==> src/rtl/tetris_sched_pkg.sv <==
// tetris_sched_pkg: command codes, key codes and FSM encoding shared by the move scheduler
package tetris_sched_pkg;
   localparam logic [1:0] CMD_FALL   = 2'd0;
   localparam logic [1:0] CMD_LEFT   = 2'd1;
   localparam logic [1:0] CMD_RIGHT  = 2'd2;
   localparam logic [1:0] CMD_ROTATE = 2'd3;
   localparam logic [3:0] KEY_NONE   = 4'd0;
   localparam logic [3:0] KEY_LEFT   = 4'd1;
   localparam logic [3:0] KEY_RIGHT  = 4'd2;
   localparam logic [3:0] KEY_ROTATE = 4'd3;
   localparam logic [3:0] KEY_PAUSE  = 4'd4;
   localparam logic [3:0] KEY_SOFT   = 4'd5;
   typedef enum logic [1:0] {ST_IDLE, ST_RUN, ST_PAUSED} state_t;
endpackage

==> src/rtl/move_fifo.sv <==
// move_fifo: DEPTH x 2-bit move queue with flush; a pop lets a push into a full queue on the same edge
//   i_clk/i_rst_n  clock, async active-low reset
//   i_push/i_din   enqueue request and data
//   i_pop/o_dout   dequeue request and head entry
//   i_flush        empties the queue (wins over push/pop)
//   o_full/o_empty occupancy flags
module move_fifo #(
   parameter int DEPTH = 4
) (
   input  logic       i_clk,
   input  logic       i_rst_n,
   input  logic       i_push,
   input  logic       i_pop,
   input  logic       i_flush,
   input  logic [1:0] i_din,
   output logic [1:0] o_dout,
   output logic       o_full,
   output logic       o_empty
);
   localparam int AW = $clog2(DEPTH);
   logic [1:0]  r_mem [DEPTH];
   logic [AW-1:0] r_wr, r_rd;
   logic [AW:0] r_cnt;
   logic        w_wr, w_rd;

   assign o_full  = r_cnt == (AW+1)'(DEPTH);
   assign o_empty = r_cnt == '0;
   assign w_rd    = i_pop && !o_empty;
   assign w_wr    = i_push && (!o_full || w_rd);
   assign o_dout  = r_mem[r_rd];

   always_ff @(posedge i_clk)
      if (w_wr && !i_flush) r_mem[r_wr] <= i_din;

   always_ff @(posedge i_clk or negedge i_rst_n) begin
      if (!i_rst_n) begin
         r_wr  <= '0;
         r_rd  <= '0;
         r_cnt <= '0;
      end else if (i_flush) begin
         r_wr  <= '0;
         r_rd  <= '0;
         r_cnt <= '0;
      end else begin
         r_wr  <= w_wr ? r_wr + 1'b1 : r_wr;
         r_rd  <= w_rd ? r_rd + 1'b1 : r_rd;
         r_cnt <= r_cnt + (AW+1)'(w_wr) - (AW+1)'(w_rd);
      end
   end
endmodule

==> src/rtl/move_scheduler.sv <==
// move_scheduler: turns key presses and gravity ticks into a one-at-a-time move command stream
//   i_vsync/i_rst_n   frame clock (one edge per frame), async active-low reset
//   i_game_active     engine running; low synchronously clears the scheduler
//   i_btn_op          key code: 0 none,1 left,2 right,3 rotate,4 pause,5 soft drop
//   o_cmd_valid/o_cmd_op/i_cmd_ready  command handshake: 0 fall,1 left,2 right,3 rotate
//   i_piece_locked    flushes queued moves and restarts the gravity period
//   i_row_deleted     one pulse per cleared row; every LINES_PER_LEVEL rows bump o_level
//   o_paused, o_level, o_overflow_cnt  status
//   Build option: define AUTOREPEAT_EN for held left/right auto-repeat
module move_scheduler
   import tetris_sched_pkg::*;
#(
   parameter int QDEPTH          = 4,
   parameter int BASE_PERIOD     = 30,
   parameter int STEP            = 2,
   parameter int MIN_PERIOD      = 4,
   parameter int SOFT_PERIOD     = 2,
   parameter int LINES_PER_LEVEL = 10
) (
   input  logic       i_vsync,
   input  logic       i_rst_n,
   input  logic       i_game_active,
   input  logic [3:0] i_btn_op,
   output logic       o_cmd_valid,
   output logic [1:0] o_cmd_op,
   input  logic       i_cmd_ready,
   input  logic       i_piece_locked,
   input  logic       i_row_deleted,
   output logic       o_paused,
   output logic [3:0] o_level,
   output logic [7:0] o_overflow_cnt
);
   state_t     r_state;
   logic [3:0] r_prev_op;
   logic [7:0] r_frame_cnt;
   logic       r_grav_pend;
   logic [3:0] r_row_cnt;
   logic       w_run, w_press, w_move, w_rep, w_push, w_pop, w_issue, w_hs, w_tick, w_full, w_empty;
   logic [1:0] w_head, w_din;
   logic [7:0] w_lvl_step, w_period;

   assign w_run      = r_state == ST_RUN && i_game_active;
   assign w_press    = i_btn_op != r_prev_op && i_btn_op != KEY_NONE;
   assign w_move     = i_btn_op == KEY_LEFT || i_btn_op == KEY_RIGHT || i_btn_op == KEY_ROTATE;
   assign w_din      = i_btn_op == KEY_LEFT ? CMD_LEFT : i_btn_op == KEY_RIGHT ? CMD_RIGHT : CMD_ROTATE;
   assign w_hs       = o_cmd_valid && i_cmd_ready;
   // a lock edge may complete a handshake but never starts a new command
   assign w_issue    = w_run && !i_piece_locked && (!o_cmd_valid || i_cmd_ready);
   assign w_pop      = w_issue && !r_grav_pend && !w_empty;
   assign w_push     = w_run && !i_piece_locked && ((w_press && w_move) || w_rep);
   assign w_lvl_step = 8'(o_level) * 8'(STEP);
   // clamp before subtracting so the 8-bit period never wraps
   assign w_period   = i_btn_op == KEY_SOFT ? 8'(SOFT_PERIOD) :
                       w_lvl_step + 8'(MIN_PERIOD) > 8'(BASE_PERIOD) ? 8'(MIN_PERIOD) :
                       8'(BASE_PERIOD) - w_lvl_step;
   assign w_tick     = r_frame_cnt >= w_period - 8'd1;

`ifdef AUTOREPEAT_EN
   localparam int DAS_FRAMES = 10;
   localparam int ARR_FRAMES = 3;
   logic [4:0] r_rep_cnt;
   logic       w_hold;
   assign w_hold = w_run && !i_piece_locked && i_btn_op == r_prev_op &&
                   (i_btn_op == KEY_LEFT || i_btn_op == KEY_RIGHT);
   // after each repeat the counter restarts ARR_FRAMES short of the threshold
   assign w_rep  = w_hold && r_rep_cnt + 5'd1 == 5'(DAS_FRAMES);
   always_ff @(posedge i_vsync or negedge i_rst_n)
      if (!i_rst_n) r_rep_cnt <= '0;
      else r_rep_cnt <= !w_hold ? 5'd0 : w_rep ? 5'(DAS_FRAMES - ARR_FRAMES) : r_rep_cnt + 5'd1;
`else
   assign w_rep = 1'b0;
`endif

   move_fifo #(.DEPTH(QDEPTH)) u_fifo (
      .i_clk   (i_vsync),
      .i_rst_n (i_rst_n),
      .i_push  (w_push),
      .i_pop   (w_pop),
      .i_flush (i_piece_locked || !i_game_active),
      .i_din   (w_din),
      .o_dout  (w_head),
      .o_full  (w_full),
      .o_empty (w_empty)
   );

   always_ff @(posedge i_vsync or negedge i_rst_n) begin
      if (!i_rst_n) begin
         r_state        <= ST_IDLE;
         r_prev_op      <= '0;
         r_frame_cnt    <= '0;
         r_grav_pend    <= 1'b0;
         r_row_cnt      <= '0;
         o_cmd_valid    <= 1'b0;
         o_cmd_op       <= CMD_FALL;
         o_paused       <= 1'b0;
         o_level        <= '0;
         o_overflow_cnt <= '0;
      end else if (!i_game_active) begin
         r_state        <= ST_IDLE;
         r_prev_op      <= '0;
         r_frame_cnt    <= '0;
         r_grav_pend    <= 1'b0;
         r_row_cnt      <= '0;
         o_cmd_valid    <= 1'b0;
         o_cmd_op       <= CMD_FALL;
         o_paused       <= 1'b0;
         o_level        <= '0;
         o_overflow_cnt <= '0;
      end else begin
         r_prev_op <= i_btn_op;
         if (r_state == ST_IDLE) r_state <= ST_RUN;
         else if (w_press && i_btn_op == KEY_PAUSE) begin
            r_state  <= r_state == ST_RUN ? ST_PAUSED : ST_RUN;
            o_paused <= r_state == ST_RUN;
         end
         if (i_piece_locked) begin
            r_frame_cnt <= '0;
            r_grav_pend <= 1'b0;
         end else if (w_run) begin
            r_frame_cnt <= w_tick ? 8'd0 : r_frame_cnt + 8'd1;
            r_grav_pend <= w_tick || (r_grav_pend && !w_issue);
         end
         if (w_issue) begin
            o_cmd_valid <= r_grav_pend || !w_empty;
            o_cmd_op    <= r_grav_pend ? CMD_FALL : w_empty ? o_cmd_op : w_head;
         end else if (w_hs) o_cmd_valid <= 1'b0;
         if (w_push && w_full && !w_pop && o_overflow_cnt != 8'hFF) o_overflow_cnt <= o_overflow_cnt + 8'd1;
         if (i_row_deleted) begin
            r_row_cnt <= r_row_cnt == 4'(LINES_PER_LEVEL - 1) ? 4'd0 : r_row_cnt + 4'd1;
            if (r_row_cnt == 4'(LINES_PER_LEVEL - 1) && o_level != 4'hF) o_level <= o_level + 4'd1;
         end
      end
   end
endmodule

==> config.mk <==
export PLATFORM = sky130hd
export DESIGN_NAME = move_scheduler
export DESIGN_NICKNAME = d
export VERILOG_FILES = /design/src/rtl/tetris_sched_pkg.sv /design/src/rtl/move_fifo.sv /design/src/rtl/move_scheduler.sv
export SDC_FILE = /design/constraint.sdc
export NUM_CORES = 1
export LEC_CHECK = 0
export BUFFER_PORTS_ARGS = -buffer_cell sky130_fd_sc_hd__buf_2
export CORE_UTILIZATION = 45
export DETAILED_ROUTE_END_ITERATION = 8
export PLACE_DENSITY = 0.61
export SLEW_MARGIN = 20
export SYNTH_ARGS = -nofsm -noshare
export SYNTH_HDL_FRONTEND = slang
export SYNTH_HIERARCHICAL = 1
export SYNTH_SLANG_ARGS = --single-unit
==> constraint.sdc <==
create_clock -name i_vsync -period 3.6 [get_ports i_vsync]
set_clock_uncertainty 0.1 [all_clocks]
set_input_delay 0.18 -clock i_vsync [delete_from_list [all_inputs] [get_ports i_vsync]]
set_output_delay 0.18 -clock i_vsync [all_outputs]
set_load 0.005 [all_outputs]
==> flow_summary_export.csv, run 1 <==
group,metric,value,unit
sta,worst_max_slew_pin_slew,0.958,ns
die,area_inside_the_core_boundary,6310,um2
setup_path,crit_path_max_fanout,8,
synthesis,synth_sequential_area_ratio,44.0,%
die,die_area,6850,um2
synthesis,mappedNetlistArea,2940,um2
setup_path,setup.worst_path.start_class,"register",
sta,final_critical_path_setup_slack,0.343,ns
detailed_routing,vias,2153,
power,clock_power_share,37.9,%
global_route,antenna_found_initial,0,
clocking,tritoncts_num_sinks,50,
clocking,number_of_cts_inserted_buffers,5,
sta,report.final.setup_viol,0,
placement,placedInstanceArea,3150,um2
sta,slew_headroom,36.2,%
placement,finalWeightedCongestion,0.839,
setup_path,required,3.67,ns
power,share_comb_of_total_power,6.3,%
layout,finalNetCount,344,
sta,finalCritPeriodShare,90.5,%
die,ios,26,
sta,fin_hold_ws,0.0636,ns
power,leakage,0.00152,uW
synthesis,mappedNetlistNets,315,
layout,diodes,0,
global_route,total_routing_usage_gr,17.7,%
detailed_routing,postRouteAntennaNets,0,
global_route,number_of_global_route_vias_before_repair,2022,
synthesis,synth-async-reset-ratio,84.0,%
power,switching_power,225,uW
detailed_routing,routed_via_density,5.53,
clocking,clk_pin_slew,0.09,ns
detailed_routing,first_pass_iters,4,
power,pint,825,uW
detailed_routing,route.detailed.wl_per_inst,14.5,um
layout,area_growth,11.6,%
synthesis,yosys_most_used_dff,"sky130_fd_sc_hd__dfrtp_1",
layout,layout.cells.most_common,"sky130_fd_sc_hd__dfrtp_1",
power,power.switching_fraction,21.5,%
detailed_routing,routed_wirelength,5660,um
die,placementRows,29,
clocking,cts.root.buffer_cell,"sky130_fd_sc_hd__clkbuf_8",
layout,final_area,3270,um2
clocking,cts_max_level,2,
detailed_routing,post_detailed_route_drc_marker_count,0,
worst_hold_path,timing.hold.worst.class,"in -> reg",
setup_path,end_kind,"register",
sta,rsz_0062_raised_after_global_routing,"false",
global_route,grt_max_degree,43,
sta,timing_hold_violations_final,0,
synthesis,yosys_register_bits,50,
sta,min_cycle_time_layout,3.26,ns
die,die_width,82.8,um
clocking,worstSkewPairLatency,0.30,ns
setup_path,criticalPathCategory,"reg -> reg",
placement,port_bufs,25,
setup_path,crit_arrival,3.33,ns
die,chipHeight,82.8,um
layout,final_layout_size_suffix_gt1_share,14.7,%
synthesis,synth_cell_types,55,
global_route,grt_pass1_wl,9110,um
clocking,cts_max_path_buffers,2,
synthesis,synthesis.yosys.warnings,6,
placement,dpl_ws,0.249,ns
sta,timing.final.max_slew_violations,0,
synthesis,number_of_synthesized_flops_with_an_enable_pin,8,
layout,postLayoutCoreUtil,51.9,%
synthesis,netlist_instances,283,
sta,fmax,307,MHz
placement,dpl.hpwl,4060,um
detailed_routing,drc_violation_total_after_the_first_tritonroute_iteration,55,
layout,layout.cells.most_common_list,"sky130_fd_sc_hd__dfrtp_1 (42), sky130_fd_sc_hd__buf_2 (25), sky130_fd_sc_hd__nand2_1 (24), sky130_fd_sc_hd__nor2_1 (24), sky130_fd_sc_hd__ha_1 (21)",
sta,setup_total_negative_slack,0,ns
die,floorplan.initialDensity,46.5,%
power,seqPwrFrac,55.7,%
power,cellPowerDensity,321,nW/um2
flow_run,timing.max_cap.violations,0,
clocking,cts_tree,"yes",
global_route,globalRoute.totalOverflow,0,
status,run_status,"completed",
synthesis,syn-mean-instance-area,10.4,um2
power,peakVddDrop,168,uV
[critical path: stages, from the launching register on]
cell and delay [ns]:
sky130_fd_sc_hd__dfrtp_1 0.47, sky130_fd_sc_hd__inv_1 0.12, sky130_fd_sc_hd__ha_1 0.30, sky130_fd_sc_hd__nor2b_1 0.23, sky130_fd_sc_hd__o31ai_1 0.10, sky130_fd_sc_hd__a211o_1 0.33
sky130_fd_sc_hd__a311o_1 0.33, sky130_fd_sc_hd__ha_1 0.27, sky130_fd_sc_hd__o21ai_0 0.07, sky130_fd_sc_hd__a21oi_1 0.25, sky130_fd_sc_hd__nand2_1 0.10, sky130_fd_sc_hd__a31oi_1 0.37
sky130_fd_sc_hd__nor2_1 0.10
[Yosys cell counts (3+ instances only)]
master                     count  area, um2
sky130_fd_sc_hd__o21ai_0       7       35.0
sky130_fd_sc_hd__nor2_1       24       90.1
sky130_fd_sc_hd__a21o_1        4       30.0
sky130_fd_sc_hd__a211oi_1      3       22.5
sky130_fd_sc_hd__nor4_1        3       18.8
sky130_fd_sc_hd__and3_1        5       31.3
sky130_fd_sc_hd__nand4_1       5       31.3
sky130_fd_sc_hd__nor2b_1       3       18.8
sky130_fd_sc_hd__nor3_1        8       40.0
sky130_fd_sc_hd__and2_1       10       62.6
sky130_fd_sc_hd__xor2_1        9       78.8
sky130_fd_sc_hd__nand2b_1     10       62.6
sky130_fd_sc_hd__nand2_1      24       90.1
sky130_fd_sc_hd__nor3b_1       3       22.5
sky130_fd_sc_hd__inv_1        13       48.8
sky130_fd_sc_hd__edfxtp_1      8        240
sky130_fd_sc_hd__dfrtp_1      42       1050
sky130_fd_sc_hd__a21oi_1      15       75.1
sky130_fd_sc_hd__ha_1         21        263
sky130_fd_sc_hd__clkbuf_1      5       18.8
sky130_fd_sc_hd__nand3_1       8       40.0
sky130_fd_sc_hd__mux2i_1       8       80.1
sky130_fd_sc_hd__xnor2_1       7       61.3
[power by group through the flow]
stage	Clock, uW	Sequential (uW)	Combinational (uW)
global placement	0	597	66.4
CTS	415	585	67.9
finish	398	585	66.5
detailed placement	0	597	66.8
floorplan	0	595	38.5
global route	435	587	76.2
[logic make-up (layout without fill, tap and decap cells)]
family	count (synthesis)	after routing	share of synthesized area (%)
AOI/OAI and AO/OA	44	44	10.1
xor gates and xnor gates	16	16	4.77
adders and majority gates	22	22	9.63
buffers and inverters	18	47	2.30
DFF	50	50	44.0
muxes	11	11	4.77
other	1	1	0.128
and+or+nand+nor	121	121	24.3
[flip-flops by register name, indices dropped and copies added, names as in the netlist]
register,flops
o_overflow_cnt,8
r_frame_cnt,8
u_fifo/r_mem,8
o_level,4
r_prev_op,4
r_row_cnt,4
u_fifo/r_cnt,3
o_cmd_op,2
r_state,2
u_fifo/r_rd,2
u_fifo/r_wr,2
o_cmd_valid,1
o_paused,1
r_grav_pend,1
[metal layers]
| layer | wire length [um] | global-route usage (%) |
|---|---|---|
| met1 | 2680 | 21.7 |
| met2 | 2740 | 31.1 |
| met3 | 169 | 3.30 |
| met4 | 68 | 6.03 |
| met5 | 0 | 0 |
[final cells by class]
type / count / area (um2)
fillers: 565 / 3040
repair buffers: 27 / 143
clock buffers: 6 / 82.6
multi-input cells: 215 / 1580
inverters: 13 / 48.8
well taps: 77 / 96.3
flip-flops and latches: 50 / 1290
clock inverters: 1 / 30.0
[what timing repair did]
action | in CTS | in global routing
hold buffers | 1 | 0
hold endpoints to repair | 42 | 0
resized for setup | 0 | 1
setup buffers | 0 | 0
endpoints found under the setup margin | 0 | 6
[per-stage QoR]
stage / std cells / total power, uW
floorplan: 283 / 634
global placement: 381 / 663
detailed placement: 381 / 664
CTS: 389 / 1070
global route: 389 / 1100
finish: 389 / 1050
[worst paths after layout]
| kind | start | end | slack, ns | cells past startpoint |
|---|---|---|---|---|
| max | o_level[1] | r_frame_cnt[5] | 0.34 | 12 |
| min | i_btn_op[2] | r_prev_op[2] | 0.06 | 2 |
| max reg2reg | o_level[1] | r_frame_cnt[5] | 0.34 | 12 |
| min reg2reg | o_overflow_cnt[0] | o_overflow_cnt[0] | 0.44 | 1 |
| max in group asynchronous | i_rst_n | o_cmd_op[0] | 2.35 | 2 |
| min in group asynchronous | i_rst_n | r_frame_cnt[2] | 0.47 | 2 |
Power figures use the tool's default switching activity.
==> run 2: changes to the inputs <==
--- a/config.mk
+++ b/config.mk
@@ -5,7 +5,8 @@
 export SDC_FILE = /design/constraint.sdc
 export NUM_CORES = 1
 export LEC_CHECK = 0
-export BUFFER_PORTS_ARGS = -buffer_cell sky130_fd_sc_hd__buf_2
+export BUFFER_PORTS_ARGS = -buffer_cell sky130_fd_sc_hd__clkbuf_2
+export CORE_ASPECT_RATIO = 1.4
 export CORE_UTILIZATION = 45
 export DETAILED_ROUTE_END_ITERATION = 8
 export PLACE_DENSITY = 0.61
==> run 2 against run 1 <==
Effect of this change: non-clock buffer count up 3; clock-buffer cell count fell by 1; utilization grew 1.1 points; first-iteration DRC count up 1.8%; power grew 1.2%; clock power increased by 3%; register-to-register slack gained 0.02 ns; maximum frequency rose by 0.63%; hold slack better by 0.0045 ns; sequential cell count unchanged; final cell count decreased by 0.26%; via count is 0.46% lower; critical path type unchanged.
==> flow_summary_export.csv, run 2 (same netlist as run 1, synthesis figures left out) <==
group,metric,value,unit
power,leakage,0.00152,uW
clocking,worstSkewPairLatency,0.31,ns
sta,timing_hold_violations_final,0,
sta,setup_total_negative_slack,0,ns
flow_run,timing.max_cap.violations,0,
detailed_routing,route.detailed.wl_per_inst,14.7,um
layout,diodes,0,
sta,fin_hold_ws,0.0681,ns
sta,worst_max_slew_pin_slew,0.631,ns
power,report.power.total,1060,uW
die,ios,26,
worst_hold_path,timing.hold.worst.class,"in -> reg",
clocking,number_of_cts_inserted_buffers,5,
global_route,grt_pass1_wl,9830,um
sta,rsz_0062_raised_after_global_routing,"false",
detailed_routing,drc_violation_total_after_the_first_tritonroute_iteration,56,
setup_path,required,3.70,ns
layout,register_area,1290,um2
detailed_routing,routed_wirelength,5690,um
setup_path,crit_arrival,3.34,ns
placement,finalWeightedCongestion,0.798,
sta,min_cycle_time_layout,3.24,ns
power,cellPowerDensity,321,nW/um2
clocking,cts_max_level,2,
layout,finalNetCount,347,
detailed_routing,first_pass_iters,5,
layout,largest_registers,"o_overflow_cnt (8), r_frame_cnt (8), u_fifo/r_mem (8)",
layout,nFillCells,581,
setup_path,end_kind,"register",
power,peakVddDrop,224,uV
sta,timing.final.max_slew_violations,0,
status,run_status,"completed",
sta,finalCritPeriodShare,89.9,%
detailed_routing,routed_via_density,5.52,
die,placementRows,34,
die,chipHeight,97.6,um
sta,report.final.setup_viol,0,
sta,slew_headroom,57.7,%
layout,layout.cells.most_common,"sky130_fd_sc_hd__dfrtp_1",
clocking,cts_tree,"yes",
layout,area_growth,12.8,%
setup_path,setup.worst_path.start_class,"register",
placement,port_bufs,25,
die,die_area,6850,um2
die,floorplan.initialDensity,46.9,%
layout,layout.cells.most_common_list,"sky130_fd_sc_hd__dfrtp_1 (41), sky130_fd_sc_hd__nand2_1 (24), sky130_fd_sc_hd__nor2_1 (24), sky130_fd_sc_hd__clkbuf_2 (24), sky130_fd_sc_hd__ha_1 (21)",
layout,final_layout_size_suffix_gt1_share,16.5,%
clocking,cts.root.buffer_cell,"sky130_fd_sc_hd__clkbuf_8",
global_route,grt_max_degree,43,
die,area_inside_the_core_boundary,6250,um2
global_route,globalRoute.totalOverflow,0,
clocking,cts_max_path_buffers,2,
setup_path,crit_path_max_fanout,10,
layout,multi_input_area,1590,um2
global_route,antenna_found_initial,0,
sta,fmax,309,MHz
global_route,total_routing_usage_gr,17.9,%
setup_path,criticalPathCategory,"reg -> reg",
detailed_routing,vias,2143,
global_route,number_of_global_route_vias_before_repair,2184,
detailed_routing,postRouteAntennaNets,0,
placement,dpl.hpwl,4140,um
die,die_width,70.3,um
clocking,cts_setup_buffers,0,
clocking,tritoncts_num_sinks,50,
detailed_routing,post_detailed_route_drc_marker_count,0,
clocking,clk_pin_slew,0.10,ns
run 2: worst paths after layout:
kind | slack [ns] | depth (start not counted) | endpoint | from
worst min-delay path | 0.07 | 2 | r_prev_op[0] | i_btn_op[0]
min in group asynchronous | 0.23 | 2 | r_frame_cnt[5] | i_rst_n
worst max-delay path | 0.36 | 12 | r_frame_cnt[7] | o_level[2]
worst min register to register | 0.42 | 1 | o_paused | r_state[1]
worst max register to register | 0.36 | 12 | r_frame_cnt[7] | o_level[2]
max in group asynchronous | 2.68 | 3 | o_cmd_valid | i_rst_n
run 2: power breakdown:
part	switching [uW]	internal (uW)
combinational	43.0	26.3
clock	200	209
sequential	6.02	579
run 2: what timing repair did:
action / in CTS / in global routing
hold endpoints to repair: 11 / 0
setup endpoints to repair: 0 / 6
hold buffers: 1 / 0
gates resized for setup: 0 / 3
run 2: area by class of cell:
cell class                 instances  area share [%]
clock buffer                       5            2.08
clock inverter                     3            1.32
inverter                          13            1.47
multi-input combinational        215            48.0
sequential                        50            39.0
tap                               72            2.72
timing repair buffer              30            5.37
run 2: per-stage QoR:
| step | setup slack [ns] | instance area, um2 | util, % | cells |
|---|---|---|---|---|
| after CTS | 0.190 | 3280 | 52.4 | 387 |
| after detailed placement | 0.232 | 3150 | 50.4 | 378 |
| after floorplan | 0.504 | 2940 | - | 283 |
| final | 0.364 | 3310 | 52.9 | 388 |
| after global placement | 0.371 | 3150 | 50.4 | 378 |
| after global routing | 0.104 | 3310 | 52.9 | 388 |
run 2: per-layer routing:
| layer | track usage (%) | vias up | part of all wire [%] |
|---|---|---|---|
| li1 | - | 1063 | - |
| met1 | 19.7 | 1041 | 41 |
| met2 | 33.0 | 31 | 54 |
| met3 | 3.53 | 8 | 2.9 |
| met4 | 7.23 | 0 | 2.0 |
| met5 | 0 | - | 0 |
run 2: critical path: stages, from the launching register on:
cell and delay [ns]:
sky130_fd_sc_hd__dfrtp_1 0.50, sky130_fd_sc_hd__ha_1 0.33, sky130_fd_sc_hd__nor2b_1 0.07, sky130_fd_sc_hd__nor4b_2 0.31, sky130_fd_sc_hd__nor2_1 0.07, sky130_fd_sc_hd__a21o_1 0.18, sky130_fd_sc_hd__ha_1 0.22, sky130_fd_sc_hd__xnor2_1 0.18
sky130_fd_sc_hd__ha_1 0.26, sky130_fd_sc_hd__a211oi_1 0.23, sky130_fd_sc_hd__o211ai_1 0.15, sky130_fd_sc_hd__a21o_1 0.21, sky130_fd_sc_hd__o311ai_0 0.32
